<file path="config.mk">
export PLATFORM = sky130hd
export DESIGN_NAME = gate_bist
export DESIGN_NICKNAME = d
export VERILOG_FILES = /design/src/rtl/gate_bist_pkg.sv /design/src/rtl/gate_bist.sv
export SDC_FILE = /design/constraint.sdc
export NUM_CORES = 1
export LEC_CHECK = 0
export CAP_MARGIN = 20
export CORE_MARGIN = 10
export CORE_UTILIZATION = 24
export DETAILED_ROUTE_END_ITERATION = 10
export SYNTH_ARGS = -nofsm -noshare
export SYNTH_HDL_FRONTEND = slang
export SYNTH_SLANG_ARGS = --single-unit
</file>
<file path="constraint.sdc">
create_clock -name clk -period 1.8 [get_ports clk]
set_clock_uncertainty 0.15 [all_clocks]
set_input_delay 0.36 -clock clk [delete_from_list [all_inputs] [get_ports clk]]
set_output_delay 0.36 -clock clk [all_outputs]
set_load 0.05 [all_outputs]
</file>
<file path="src/rtl/gate_bist_pkg.sv">
// Shared types and constants for the single-gate BIST controller.
package gate_bist_pkg;

  typedef enum logic [1:0] {
    IDLE = 2'd0,
    RUN  = 2'd1,
    DONE = 2'd2
  } state_t;

  localparam int NUM_VECTORS = 4;

  // Truth tables indexed by {a,b}: bit 0 is a=0,b=0 and bit 3 is a=1,b=1.
  localparam logic [3:0] TT_AND  = 4'b1000;
  localparam logic [3:0] TT_OR   = 4'b1110;
  localparam logic [3:0] TT_XOR  = 4'b0110;
  localparam logic [3:0] TT_NAND = 4'b0111;
  localparam logic [3:0] TT_NOR  = 4'b0001;
  localparam logic [3:0] TT_XNOR = 4'b1001;

endpackage

</file>
<file path="src/rtl/gate_bist.sv">
// Applies all four {a,b} vectors to a 2-input gate, samples y after a settle
// time and compares the captured truth table against the expected one.
//
// state | meaning
// IDLE  | outputs parked at 0, waiting for start
// RUN   | vector idx driven on {a,b}, settle counter running
// DONE  | one-cycle done pulse, results valid
module gate_bist
  import gate_bist_pkg::*;
#(
  parameter int SETTLE_CYCLES = 2
) (
  input  logic       clk,
  input  logic       rst,
  input  logic       start,
  input  logic [3:0] expected,
  input  logic       y,
  output logic       a,
  output logic       b,
  output logic       busy,
  output logic       done,
  output logic       pass,
  output logic [3:0] observed,
  output logic [3:0] fail_mask
);

  localparam int             CW       = $clog2(SETTLE_CYCLES + 1);
  localparam logic [CW-1:0]  CNT_LAST = CW'(SETTLE_CYCLES - 1);
  localparam logic [1:0]     IDX_LAST = 2'(NUM_VECTORS - 1);

  state_t        state, state_next;
  logic [CW-1:0] cnt;
  logic [1:0]    idx;
  logic [3:0]    exp_q;
  logic          sample;
  logic          last;
  logic [3:0]    obs_next;

  // State register; reset aborts any run straight back to IDLE.
  always_ff @(posedge clk or posedge rst) begin
    if (rst) state <= IDLE;
    else     state <= state_next;
  end

  // Next state, gate stimulus and the sample strobe for the current vector.
  always_comb begin
    state_next = state;
    a          = 1'b0;
    b          = 1'b0;
    busy       = 1'b0;
    done       = 1'b0;
    sample     = 1'b0;
    last       = 1'b0;
    obs_next   = observed;
    case (state)
      IDLE: begin
        if (start) state_next = RUN;
      end
      RUN: begin
        {a, b} = idx;
        busy   = 1'b1;
        if (cnt == CNT_LAST) begin
          sample        = 1'b1;
          obs_next[idx] = y;
          if (idx == IDX_LAST) begin
            last       = 1'b1;
            state_next = DONE;
          end
        end
      end
      DONE: begin
        done       = 1'b1;
        state_next = IDLE;
      end
      default: state_next = IDLE;
    endcase
  end

  // Datapath: capture expected at acceptance, collect samples, and register
  // the verdict from the final sample so it is valid during the DONE cycle.
  always_ff @(posedge clk or posedge rst) begin
    if (rst) begin
      cnt       <= '0;
      idx       <= '0;
      exp_q     <= '0;
      observed  <= '0;
      fail_mask <= '0;
      pass      <= 1'b0;
    end else begin
      case (state)
        IDLE: begin
          if (start) begin
            exp_q     <= expected;
            observed  <= '0;
            fail_mask <= '0;
            pass      <= 1'b0;
            idx       <= '0;
            cnt       <= '0;
          end
        end
        RUN: begin
          if (sample) begin
            cnt      <= '0;
            observed <= obs_next;
            if (last) begin
              fail_mask <= obs_next ^ exp_q;
              pass      <= (obs_next == exp_q);
            end else begin
              idx <= idx + 2'd1;
            end
          end else begin
            cnt <= cnt + 1'b1;
          end
        end
        default: ;
      endcase
    end
  end

endmodule

</file>
==> results.py <==
metrics = {
    "run_status": {
        "status": "finished clean",
    },
    "floorplan": {
        "die-area_um2": 7412,
        "floorplan.initialDensity_pct": 25.48,
        "ios": 21,
        "core-area_um2": 4115,
        "die_w_um": 86.10,
        "chipHeight_um": 86.10,
        "fp-row-count": 23,
    },
    "timing": {
        "fin_tns_setup_ns": 0,
        "setup_slack_ns": 0.05845,
        "slew_headroom_pct": 70.45,
        "finalHoldViolations": 0,
        "slew_violations": 0,
        "timing.final.crit_share_pct": 96.75,
        "rsz0062_at_grt": "yes",
        "fin_crit_ns": 1.742,
        "setup_viol": 0,
        "tightest_slew_ns": 0.4426,
        "fmax_ghz": 0.5742,
    },
    "finish": {
        "drive_gt1_share_pct": 37.68,
        "nets": 151,
        "antenna_cells": 0,
        "layout_commonest_cell": "nand2_1",
        "layout_common_cells": "20 x nand2_1, 17 x dfrtp_1, 17 x buf_4, 9 x buf_12",
        "syn_to_final_growth_pct": 50.84,
    },
    "placed_design": {
        "dp.final_hpwl_um": 2046,
        "portBuffers": 20,
        "dp_slack_ns": -0.1641,
        "gp_congestion": 0.8097,
    },
    "power_and_ir_drop": {
        "power_uw": 3150,
        "power_density_nw_per_um2": 1992,
        "p_leak_uw": 0.0007143,
        "ir_worst_vdd_mv": 0.7130,
    },
    "drt": {
        "via_count": 917,
        "routed_wirelength_um": 2670,
        "drt-vias-per-instance": 4.878,
        "wl_met3_um": 206,
        "first_iter_violations": 80,
        "wl_per_cell_um": 14.20,
        "drc": 0,
        "route.met2.wl_um": 1269,
        "routed.top_layer": "met4",
        "wl_met1_um": 1163,
        "drt-pass1-iter-count": 4,
        "ant_nets": 0,
    },
    "setup_path": {
        "crit_arrival_ns": 1.75,
        "worst-setup-path-type": "reg -> reg",
        "r2r-start": "idx[0]",
        "cp_data_required_time_ns": 1.81,
        "path_max_fanout": 4,
        "r2r_cells": 5,
        "rr_endpoint": "pass",
        "startpoint_type": "flip-flop",
        "worst_setup_path_end_kind": "flip-flop",
        "rrSetupSlack_ns": 0.06,
    },
    "clock_network": {
        "cts.path.max_buffers": 2,
        "clock_latency_ns": 0.26,
        "cts_tree": "built",
        "cts_hold_buf": 0,
        "cts-root-buf": "clkbuf_8",
        "cts_max_level": 1,
        "clk_pin_slew_ns": 0.08,
        "clock-sinks": 19,
        "numCtsBuffers": 3,
    },
    "logic_synthesis": {
        "syn_area_um2": 1049,
        "ys_seq_area_share_pct": 45.35,
        "yosysWarnings": 0,
        "synthesis.area_per_instance_um2": 10.08,
        "ys_types": 34,
        "ys_ff_latch": 19,
        "synth_fp_nets": 116,
        "postSynthCellCount": 104,
    },
    "global_routing": {
        "antenna_found_initial": 0,
        "grt.total_usage_pct": 7.379,
        "grt_pass1_wl_um": 4450,
        "grt_max_degree": 20,
        "grt_overflow": 0,
        "grt_pass1_vias": 949,
    },
    "run": {
        "max_cap_viol_count": 0,
    },
    "min_path": {
        "worstHoldPathType": "in -> async",
    },
}
==> area by class of cell <==
type	instances	area, um^2
Multi-Input combinational cell	75	575.6
Timing Repair Buffer	34	391.6
Inverter	6	25.02
Fill cell	392	2534
Tap cell	50	62.56
Sequential cell	19	478.0
Clock inverter	1	7.507
Clock buffer	3	41.29
==> through the flow <==
| step | utilization, % | std cells | hold slack (ns) | cell area, um^2 |
|---|---|---|---|---|
| after detailed placement | 34.66 | 179 | 0.3151 | 1426 |
| after global routing | 38.43 | 188 | 0.3355 | 1582 |
| after floorplan | - | 104 | 0.1611 | 1049 |
| after CTS | 36.30 | 183 | 0.2779 | 1494 |
| final | 38.43 | 188 | 0.2770 | 1582 |
| after global placement | 34.66 | 179 | 0.3193 | 1426 |
==> critical path, stage by stage, from the launching register on <==
cell	delay, ns
dfrtp_1	0.43
ha_1	0.24
and3b_2	0.25
a31oi_4	0.16
a211oi_2	0.10
o41ai_2	0.32
==> power by group <==
group | leakage [uW] | total [uW] | internal, uW | switching, uW
Combinational | 0.000448 | 2030 | 952 | 1080
Sequential | 0.000244 | 813 | 599 | 214
Clock | 0.0000217 | 305 | 156 | 149
Total | 0.000714 | 3150 | 1710 | 1440
==> state kept, by name, summed over array words and instances (netlist names) <==
register,cells
exp_q,4
fail_mask,4
observed,4
cnt,2
idx,2
state,2
pass,1
==> metal layers <==
layer  vias up  track usage [%]
li1        445                -
met1       443            8.087
met2        25            11.97
met3         4            3.690
met4         0            2.695
met5         -                0
==> cells by family after synthesis <==
family,synth area share (%)
mux,2.029
buf+inv,5.490
xor+xnor,0.8355
simple gates,19.93
flops,45.35
fa+ha+maj,4.773
compound gates,21.60
==> worst max path at each step <==
stage | startpoint | end | slack [ns] | depth (start not counted)
2_1_floorplan | state[1] | a | -0.05 | 3
3_3_place_gp | start | idx[0] | -0.15 | 5
3_5_place_dp | start | idx[0] | -0.16 | 5
4_1_cts | state[1] | busy | 0.01 | 4
5_1_grt | idx[0] | pass | -0.03 | 5
6_report | idx[0] | pass | 0.06 | 5
==> cell usage after synthesis <==
| library cell | instances | share of area, % |
|---|---|---|
| mux2i_1 | 1 | 0.95 |
| a31oi_1 | 3 | 1.8 |
| nor2b_1 | 1 | 0.60 |
| a21o_1 | 1 | 0.72 |
| or3b_1 | 1 | 0.84 |
| xor2_1 | 1 | 0.84 |
| a32o_2 | 1 | 1.1 |
| mux2_2 | 1 | 1.1 |
| nand3b_1 | 1 | 0.72 |
| and3_1 | 1 | 0.60 |
| nand3_1 | 1 | 0.48 |
| o41ai_2 | 1 | 1.6 |
| nand4bb_1 | 1 | 1.1 |
| o21ai_2 | 1 | 0.84 |
| nor2_1 | 5 | 1.8 |
| nand2b_1 | 2 | 1.2 |
| buf_6 | 2 | 2.1 |
| dfrtp_1 | 19 | 45 |
| and3b_2 | 1 | 0.95 |
| a32o_1 | 2 | 1.9 |
| o31ai_1 | 1 | 0.72 |
| buf_2 | 2 | 0.95 |
| inv_1 | 5 | 1.8 |
| a21oi_1 | 3 | 1.4 |
| o21ai_1 | 6 | 2.9 |
| nand2_1 | 20 | 7.2 |
| inv_4 | 1 | 0.60 |
| and4bb_1 | 1 | 1.2 |
| o21ai_0 | 2 | 0.95 |
| ha_1 | 4 | 4.8 |
| a211oi_2 | 3 | 3.6 |
| nand4b_1 | 1 | 0.84 |
| a22o_1 | 5 | 4.2 |
| and4_1 | 3 | 2.5 |
==> repair_timing <==
| item | 4_1_cts | 5_1_grt |
|---|---|---|
| pin swaps | 0 | 1 |
| setup buffers | 0 | 5 |
| resized for setup | 5 | 13 |
| endpoints found under the setup margin | 4 | 6 |
(Power assumes the default switching activity.)
